==> config.mk <==
export PLATFORM = sky130hd
export DESIGN_NAME = rom_port_arbiter
export DESIGN_NICKNAME = d
export VERILOG_FILES = /design/src/rtl/rom_port_arbiter.sv
export SDC_FILE = /design/constraint.sdc
export NUM_CORES = 1
export LEC_CHECK = 0
export BUFFER_PORTS_ARGS = -buffer_cell sky130_fd_sc_hd__buf_2
export CAP_MARGIN = 10
export CORE_MARGIN = 5
export CORE_UTILIZATION = 47
export DETAILED_ROUTE_END_ITERATION = 16
export PLACE_DENSITY = 0.9
export SLEW_MARGIN = 40
export SYNTH_ARGS = -nofsm -noshare
export SYNTH_HDL_FRONTEND = slang
export SYNTH_SLANG_ARGS = --single-unit
export TNS_END_PERCENT = 1
==> constraint.sdc <==
create_clock -name clk -period 2.8 [get_ports clk]
set_clock_uncertainty 0.05 [all_clocks]
set_input_delay 0.14 -clock clk [delete_from_list [all_inputs] [get_ports clk]]
set_output_delay 0.14 -clock clk [all_outputs]
set_load 0.03 [all_outputs]
==> src/rtl/rom_port_arbiter.sv <==
// rom_port_arbiter: shares one combinational, byte-addressed instruction ROM
// between the fetch stage (IF) and a data-side constant-pool read port (LD).
// Each cycle it grants at most one access, drives a word-aligned ROM address,
// and registers the response. LD responses get RISC-V size/sign extraction.
//
// Ports
//   clk, rst                 clock, synchronous active-high reset
//   if_req/if_addr           fetch request (held until if_gnt) and byte address
//   if_gnt                   fetch accepted this cycle (combinational)
//   if_rvalid/rdata/err      registered fetch response
//   ld_req/ld_addr/ld_funct3 data read request, byte address, load type
//   ld_gnt                   data request accepted this cycle (combinational)
//   ld_rvalid/rdata/err      registered, extracted and extended load response
//   rom_a / rom_rd           word-aligned ROM address / little-endian ROM word
module rom_port_arbiter #(
    parameter int unsigned               ADDRESS_WIDTH = 32,
    parameter int unsigned               DATA_WIDTH    = 32,
    parameter logic [ADDRESS_WIDTH-1:0]  ROM_BASE      = 32'hBFC00000,
    parameter logic [ADDRESS_WIDTH-1:0]  ROM_SIZE      = 32'h00001000,
    parameter int unsigned               MAX_LD_STREAK = 3
) (
    input  logic                     clk,
    input  logic                     rst,
    input  logic                     if_req,
    input  logic [ADDRESS_WIDTH-1:0] if_addr,
    output logic                     if_gnt,
    output logic                     if_rvalid,
    output logic [DATA_WIDTH-1:0]    if_rdata,
    output logic                     if_err,
    input  logic                     ld_req,
    input  logic [ADDRESS_WIDTH-1:0] ld_addr,
    input  logic [2:0]               ld_funct3,
    output logic                     ld_gnt,
    output logic                     ld_rvalid,
    output logic [DATA_WIDTH-1:0]    ld_rdata,
    output logic                     ld_err,
    output logic [ADDRESS_WIDTH-1:0] rom_a,
    input  logic [DATA_WIDTH-1:0]    rom_rd
);

    localparam int unsigned STREAK_W = (MAX_LD_STREAK < 1) ? 1 : $clog2(MAX_LD_STREAK + 1);
    localparam logic [STREAK_W-1:0] STREAK_MAX = STREAK_W'(MAX_LD_STREAK);
    // Last legal word address; parameters guarantee no overflow.
    localparam logic [ADDRESS_WIDTH-1:0] ROM_LAST = ROM_BASE + ROM_SIZE - ADDRESS_WIDTH'(4);

    localparam logic [2:0] F3_LB  = 3'b000;
    localparam logic [2:0] F3_LH  = 3'b001;
    localparam logic [2:0] F3_LW  = 3'b010;
    localparam logic [2:0] F3_LBU = 3'b100;
    localparam logic [2:0] F3_LHU = 3'b101;

    logic [STREAK_W-1:0]      r_streak;
    logic                     r_if_rvalid;
    logic [DATA_WIDTH-1:0]    r_if_rdata;
    logic                     r_if_err;
    logic                     r_ld_rvalid;
    logic [DATA_WIDTH-1:0]    r_ld_rdata;
    logic                     r_ld_err;

    logic                     w_if_starved;
    logic                     w_sel_ld;
    logic                     w_if_gnt;
    logic                     w_ld_gnt;
    logic [ADDRESS_WIDTH-1:0] w_if_word;
    logic [ADDRESS_WIDTH-1:0] w_ld_word;
    logic                     w_if_fault;
    logic                     w_ld_fault;
    logic [7:0]               w_byte;
    logic [15:0]              w_half;
    logic [DATA_WIDTH-1:0]    w_ld_data;

    // Arbitration: LD has priority until IF has waited through MAX_LD_STREAK LD grants.
    always_comb begin
        w_if_starved = if_req && (r_streak == STREAK_MAX);
        w_sel_ld     = ld_req && !w_if_starved;
        w_ld_gnt     = !rst && w_sel_ld;
        w_if_gnt     = !rst && if_req && !w_sel_ld;
    end

    assign w_if_word = {if_addr[ADDRESS_WIDTH-1:2], 2'b00};
    assign w_ld_word = {ld_addr[ADDRESS_WIDTH-1:2], 2'b00};
    assign rom_a     = w_sel_ld ? w_ld_word : w_if_word;
    assign if_gnt    = w_if_gnt;
    assign ld_gnt    = w_ld_gnt;

    // Fault detection for both requesters.
    always_comb begin
        w_if_fault = (if_addr[1:0] != 2'b00) || (w_if_word < ROM_BASE) || (w_if_word > ROM_LAST);
        w_ld_fault = (w_ld_word < ROM_BASE) || (w_ld_word > ROM_LAST);
        case (ld_funct3)
            F3_LB, F3_LBU: ;
            F3_LH, F3_LHU: if (ld_addr[0]) w_ld_fault = 1'b1;
            F3_LW:         if (ld_addr[1:0] != 2'b00) w_ld_fault = 1'b1;
            default:       w_ld_fault = 1'b1;
        endcase
    end

    // LD lane extraction and extension.
    always_comb begin
        w_byte    = rom_rd[7:0];
        w_half    = ld_addr[1] ? rom_rd[31:16] : rom_rd[15:0];
        w_ld_data = rom_rd;
        case (ld_addr[1:0])
            2'd0: w_byte = rom_rd[7:0];
            2'd1: w_byte = rom_rd[15:8];
            2'd2: w_byte = rom_rd[23:16];
            2'd3: w_byte = rom_rd[31:24];
            default: w_byte = rom_rd[7:0];
        endcase
        case (ld_funct3)
            F3_LB:   w_ld_data = {{(DATA_WIDTH-8){w_byte[7]}}, w_byte};
            F3_LBU:  w_ld_data = {{(DATA_WIDTH-8){1'b0}}, w_byte};
            F3_LH:   w_ld_data = {{(DATA_WIDTH-16){w_half[15]}}, w_half};
            F3_LHU:  w_ld_data = {{(DATA_WIDTH-16){1'b0}}, w_half};
            default: w_ld_data = rom_rd;
        endcase
    end

    // Response registers and LD streak counter.
    always_ff @(posedge clk) begin
        if (rst) begin
            r_streak    <= '0;
            r_if_rvalid <= 1'b0;
            r_if_rdata  <= '0;
            r_if_err    <= 1'b0;
            r_ld_rvalid <= 1'b0;
            r_ld_rdata  <= '0;
            r_ld_err    <= 1'b0;
        end else begin
            r_if_rvalid <= w_if_gnt;
            r_ld_rvalid <= w_ld_gnt;
            if (w_if_gnt) begin
                r_if_err   <= w_if_fault;
                r_if_rdata <= w_if_fault ? '0 : rom_rd;
            end
            if (w_ld_gnt) begin
                r_ld_err   <= w_ld_fault;
                r_ld_rdata <= w_ld_fault ? '0 : w_ld_data;
            end
            if (!if_req || w_if_gnt) begin
                r_streak <= '0;
            end else if (w_ld_gnt && (r_streak != STREAK_MAX)) begin
                r_streak <= r_streak + STREAK_W'(1);
            end
        end
    end

    assign if_rvalid = r_if_rvalid;
    assign if_rdata  = r_if_rdata;
    assign if_err    = r_if_err;
    assign ld_rvalid = r_ld_rvalid;
    assign ld_rdata  = r_ld_rdata;
    assign ld_err    = r_ld_err;

endmodule

==> flow_summary.ini, run 1 <==
[synthesis]
syn_area_per_cell_um2 = 7.28
synth_compound_area_share_pct = 21.3
synth-xor-area-share_pct = 0.251
yosysSeqAreaShare_pct = 40.2
synth_warnings = 0
synth_cell_type_count = 40
ys_ff_latch = 70
yosys.area_share.adder_pct = 0.359
synth-edff-count = 0
muxShareOfSynthArea_pct = 1.72
syn_inst = 479
synthSimpleGateAreaFrac_pct = 31.4
yosysTopAreaCell = dfxtp_1
synth_ff_type = dfxtp_1
syn_area_um2 = 3490
synth_top_family_by_area = simple AND/OR/NAND/NOR gates
synthTopCellsByArea = dfxtp_1, nand2_1, a21oi_1
synth_top_area_share_pct = 40.2
async_reset_ff_share_pct = 0

[setup_path]
reg2reg_depth = 6
required_ns = 2.61
crit_cells = 6
critPathLaunchType = flip-flop
path_common_cell = nand2_1
worstPathCellList = ha_1, a21boi_2, buf_4, nand2_1, nand2_1, buf_2
cp_max_fo = 30
critical_path.max_stage_delay_ns = 0.42
path_class = flip-flop to output port
critPathSlowestCell = a21boi_2
reg2reg_to = ld_rdata[16]
timing.rr.start = r_streak[0]
cp-end-kind = output port
crit_buf_inv = 2
cp_data_arrival_time_ns = 2.15
reg2reg_setup_slack_ns = 0.57
cp_top_family = buffers and inverters

[global_route]
grt_pass1_wl_mm = 19.2
grt_busiest_layer = met2
antenna_found_initial = 0
grt.met3_usage_pct = 5.39
grt_pass1_vias = 3770
grt_remaining_overflow = 0
grt_usage_pct = 27.0
grt_max_degree = 37
met2_usage_pct = 42.8
met1_usage_pct = 36.1

[timing]
max_slew_margin_pct = 46.6
tns_ns = 0
hold_ws_ns = 0.0112
min_period_ns = 2.34
max_freq_mhz = 427
worst_pin_slew_ns = 0.802
slew_violations = 0
setup_viol = 0
post-route-period-util_pct = 83.7
finalHoldViolCount = 0
rsz0062_at_grt = no

[power_and_ir_drop]
finalPower_w = 0.00246
power_density_nw_per_um2 = 515
power_leakage_nw = 2.42
ir_drop_v = 0.000348

[die]
die_h_um = 96.1
num_rows = 31
coreArea_um2 = 7250
die_w_um = 96.1
die-area_um2 = 9240
ios = 205
start_util_pct = 48.1

[final_layout]
fillers = 636
syn_to_final_growth_pct = 37.0
utilization_pct = 65.9
final_common_cell = buf_2
drive_gt1_share_pct = 35.2
layout.nets = 773
final_cell_mix = buf_2, nand2_1, dfxtp_1
diodes = 0

[cts]
cts_root_buf = clkbuf_8
postCtsSetupRepairBufs = 0
tritoncts = built
htree_levels = 3
ctsResizeCount = 0
clk_latency_ns = 0.34
numCtsBuffers = 9
cts.path.max_buffers = 2
clk_pin_slew_ns = 0.08
clock_sinks = 70

[route]
routed_wl_mm = 12.8
first_pass_iters = 6
wl_per_cell_um = 16.6
drt_iter0_drc = 391
drt-vias-per-instance = 5.42
route.vias.total = 4187
ant_nets = 0
post-route-drc-count = 0

[outcome]
outcome = complete, no violations

[min_path]
hold_path.class = input pin to flip-flop
whs_endpoint = if_rdata[6]
holdCritStartpoint = rom_rd[6]
holdPathStages = 3

[placement]
dp_hpwl_mm = 10.2
io_buffers = 202
gp_congestion = 0.937

[flow_run]
drv_cap = 0
[logic make-up after synthesis]
kind of cell,count (synthesis)
XOR/XNOR,1
flip-flops,70
AND/OR/NAND/NOR,251
multiplexers,6
adder cells (fa/ha/maj),1
other,1
AO/OA/AOI/OAI,113
buffers and inverters,36
[repair_timing]
| item | CTS | global route |
|---|---|---|
| hold buffers | 2 | 1 |
| hold endpoints to repair | 2 | 1 |
| setup endpoints to repair | 0 | 0 |
[stage by stage]
| stage | worst slack (ns) | instance area (um2) | cells |
|---|---|---|---|
| 2_1_floorplan | 0.472 | 3490 | 480 |
| 3_3_place_gp | 0.629 | 4520 | 754 |
| 3_5_place_dp | 0.563 | 4530 | 754 |
| 4_1_cts | 0.478 | 4770 | 772 |
| 5_1_grt | 0.343 | 4780 | 773 |
| 6_report | 0.456 | 4780 | 773 |
[area by class of cell]
cell class	instances	area, um2	area share (%)
sequential	70	1400	29.3
clock buffer	10	128	2.67
inverter	5	18.8	0.393
clock inverter	6	93.8	1.96
timing repair buffer	209	1070	22.4
multi-input combinational	374	1940	40.6
tap	99	124	2.59
[cells in the mapped netlist, types with 2 or more instances]
cell type	instances
nor3_1	3
o21ai_2	8
nand3_1	2
buf_4	4
nor2b_1	7
a2111o_1	3
nor2_1	13
buf_2	5
o21ai_0	14
o211ai_1	3
dfxtp_1	70
inv_1	5
nand2b_1	21
mux2i_1	6
clkbuf_1	21
nand4_1	3
a22o_1	20
o31ai_1	2
nand2_1	187
nor3b_1	2
a21oi_1	48
o221ai_1	3
o22ai_1	6
nor4_1	5
a22oi_1	3
[worst max path at each step]
stage	to	from	slack [ns]
after detailed placement	ld_rdata[2]	ld_funct3[1]	0.56
after global routing	rom_a[8]	r_streak[0]	0.34
after global placement	ld_rdata[5]	ld_funct3[1]	0.63
after floorplan	if_rdata[0]	r_streak[0]	0.47
after CTS	rom_a[10]	r_streak[0]	0.48
final	rom_a[18]	r_streak[0]	0.46
[registers in the layout, indices dropped and copies added (netlist names)]
name / cells
if_rvalid: 1
if_err: 1
if_rdata: 32
ld_err: 1
r_streak: 2
ld_rdata: 32
ld_rvalid: 1
[tightest hold or removal path, delay by kind of cell]
family                 cells  cell delay (ns)
buffers and inverters      1             0.12
and+or+nand+nor            1             0.05
AOI/OAI and AO/OA          1             0.05
[per-layer routing]
metal / wire (um) / share of wire (%)
met3: 1180 / 9.2
met1: 5280 / 41
met5: 0 / 0
met2: 6180 / 48
met4: 177 / 1.4
[power by group]
part / total, W / switching (W) / internal (W)
Sequential: 0.00103 / 0.0000118 / 0.00102
Combinational: 0.000521 / 0.000353 / 0.000168
Clock: 0.000908 / 0.000400 / 0.000508
Total: 0.00246 / 0.000765 / 0.00169
Note: power is estimated with default switching activity, not from simulation.
==> inputs of run 2 (changes only) <==
--- a/config.mk
+++ b/config.mk
@@ -8,9 +8,9 @@
 export BUFFER_PORTS_ARGS = -buffer_cell sky130_fd_sc_hd__buf_2
 export CAP_MARGIN = 10
 export CORE_MARGIN = 5
-export CORE_UTILIZATION = 47
+export CORE_UTILIZATION = 40
 export DETAILED_ROUTE_END_ITERATION = 16
-export PLACE_DENSITY = 0.9
+export PLACE_DENSITY = 0.82
 export SLEW_MARGIN = 40
 export SYNTH_ARGS = -nofsm -noshare
 export SYNTH_HDL_FRONTEND = slang
==> constraint.sdc (replaced) <==
create_clock -name clk -period 2 [get_ports clk]
set_clock_uncertainty 0.05 [all_clocks]
set_input_delay 0.1 -clock clk [delete_from_list [all_inputs] [get_ports clk]]
set_output_delay 0.1 -clock clk [all_outputs]
set_load 0.03 [all_outputs]
==> run 2 against run 1 <==
Clock power is 11% higher. Sequential cell count stayed put. Count of clock-buffer cells in the layout is 2 higher. Worst setup slack got worse by 0.37 ns. Sequential share of layout area fell by 2.2 points. Global-route usage fell by 2.1 points. Sequential power is 40% higher. Wire length increased by 8.2%. Critical endpoint is now rom_a[21]. Largest cell class unchanged. Largest power group unchanged. Highest routed layer unchanged.
==> flow_summary.ini, run 2 (same netlist as run 1, synthesis figures left out) <==
[cts]
clk_pin_slew_ns = 0.07
numCtsBuffers = 9
cts.path.max_buffers = 2
tritoncts = built
htree_levels = 3
cts_root_buf = clkbuf_8
clk_latency_ns = 0.35
clock_sinks = 70

[global_route]
grt_usage_pct = 24.8
grt_max_degree = 35
grt_pass1_vias = 4049
antenna_found_initial = 0
grt_remaining_overflow = 0
grt_pass1_wl_mm = 20.3

[route]
routed_wl_mm = 13.9
route.vias.total = 4273
drt-vias-per-instance = 5.20
ant_nets = 0
post-route-drc-count = 0
wl_per_cell_um = 16.9
first_pass_iters = 5
drt_iter0_drc = 316

[timing]
max_freq_mhz = 522
worst_slack_ns = 0.0829
tns_ns = 0
post-route-period-util_pct = 95.9
finalHoldViolCount = 0
rsz0062_at_grt = no
max_slew_margin_pct = 51.5
slew_violations = 0
worst_pin_slew_ns = 0.727
min_period_ns = 1.92
setup_viol = 0

[setup_path]
crit_buf_inv = 3
reg2reg_depth = 7
reg2reg_setup_slack_ns = 0.08
critPathLaunchType = flip-flop
worstPathCellList = ha_2, buf_4, nand2_1, nand2_2, buf_12, nand2_1, nand2_1, clkbuf_4
path_class = flip-flop to output port
critPathSlowestCell = dfxtp_2
crit_cells = 8
required_ns = 1.85
critical_path.max_stage_delay_ns = 0.35
cp_top_family = buffers and inverters
path_common_cell = nand2_1
cp-end-kind = output port
cp_max_fo = 16
cp_data_arrival_time_ns = 1.77

[power_and_ir_drop]
ir_drop_v = 0.000527
power_leakage_nw = 2.59
pwr-share-seq_pct = 44.3
comb_power_share_pct = 24.7
internal_power_w = 0.00220
clock_power_share_pct = 31.0
power_density_nw_per_um2 = 630
p_switching_w = 0.00106
p_sw_share_pct = 32.6

[placement]
gp_congestion = 0.946
post-place-ws_ns = -0.0353
io_buffers = 202
post-place-cells = 768
dp_hpwl_mm = 10.2

[min_path]
holdPathStages = 4
hold_path.class = input pin to flip-flop

[die]
ios = 205
coreArea_um2 = 8590
start_util_pct = 40.6
die-area_um2 = 10700
die_w_um = 103
die_h_um = 103
num_rows = 34

[final_layout]
syn_to_final_growth_pct = 48.2
fin_cells = 821
final_cell_mix = buf_2, nand2_1, dfxtp_1
final_common_cell = buf_2
drive_gt1_share_pct = 34.7
layout.nets = 811

[flow_run]
drv_cap = 0

[outcome]
outcome = complete, no violations
-- run 2: changes by cell type in the layout (fill, tap and decap cells not counted), moves of 2 or more --
cell | before | now
bufinv_16 | 2 | 0
clkbuf_4 | 0 | 3
buf_12 | 0 | 2
clkinv_2 | 0 | 3
buf_2 | 202 | 199
dlygate4sd3_1 | 3 | 34
clkinv_4 | 2 | 0
buf_4 | 4 | 7
-- run 2: power groups by stage --
stage	Clock, W	Combinational, W	Sequential (W)
after floorplan	0	0.000367	0.00154
after global placement	0	0.000711	0.00147
after detailed placement	0	0.000723	0.00147
after CTS	0.00102	0.000778	0.00144
after global routing	0.00108	0.000860	0.00144
final	0.00101	0.000805	0.00144
-- run 2: worst paths after layout --
check,endpoint,startpoint
min reg2reg,if_rdata[0],if_rdata[0]
max,rom_a[21],r_streak[0]
min,if_err,if_addr[26]
max reg2reg,ld_rdata[23],r_streak[0]
-- run 2: area by class of cell --
cell class | count | area [um2]
clock inverters | 4 | 22.5
well taps | 108 | 135
diodes | 1 | 2.50
repair buffers | 247 | 1490
flip-flops and latches | 70 | 1400
clock buffers | 12 | 145
multi-input cells | 374 | 1950
inverters | 5 | 18.8
fillers | 779 | 3430
-- run 2: tightest hold or removal path: cells and delay by family --
kind	cells	cell delay [ns]
AO/OA/AOI/OAI	2	0.14
buffers and inverters	1	0.10
AND/OR/NAND/NOR	1	0.06
-- run 2: per-layer routing --
layer / global-route usage (%) / vias up / routed length [um]
li1: - / 2071 / -
met1: 30.9 / 1958 / 5560
met2: 40.7 / 200 / 6640
met3: 7.71 / 44 / 1270
met4: 8.47 / 0 / 391
met5: 0 / - / 0
-- run 2: per-stage QoR --
stage	utilization (%)	power, W	instance area (um2)	hold WS, ns
6_report	60.1	0.00326	5170	0.0309
5_1_grt	60.1	0.00339	5160	0.0774
4_1_cts	59.5	0.00324	5110	0.0302
3_5_place_dp	53.2	0.00220	4570	0.327
3_3_place_gp	53.2	0.00218	4570	0.314
2_1_floorplan	-	0.00190	3500	0.119
-- run 2: timing repair --
item                                   CTS  global route
buffers inserted                         1             0
hold buffers                            34             0
gates cloned                             0             1
gates resized for setup                  2             9
endpoints found under the hold margin   34             0
setup endpoints to repair               40            46
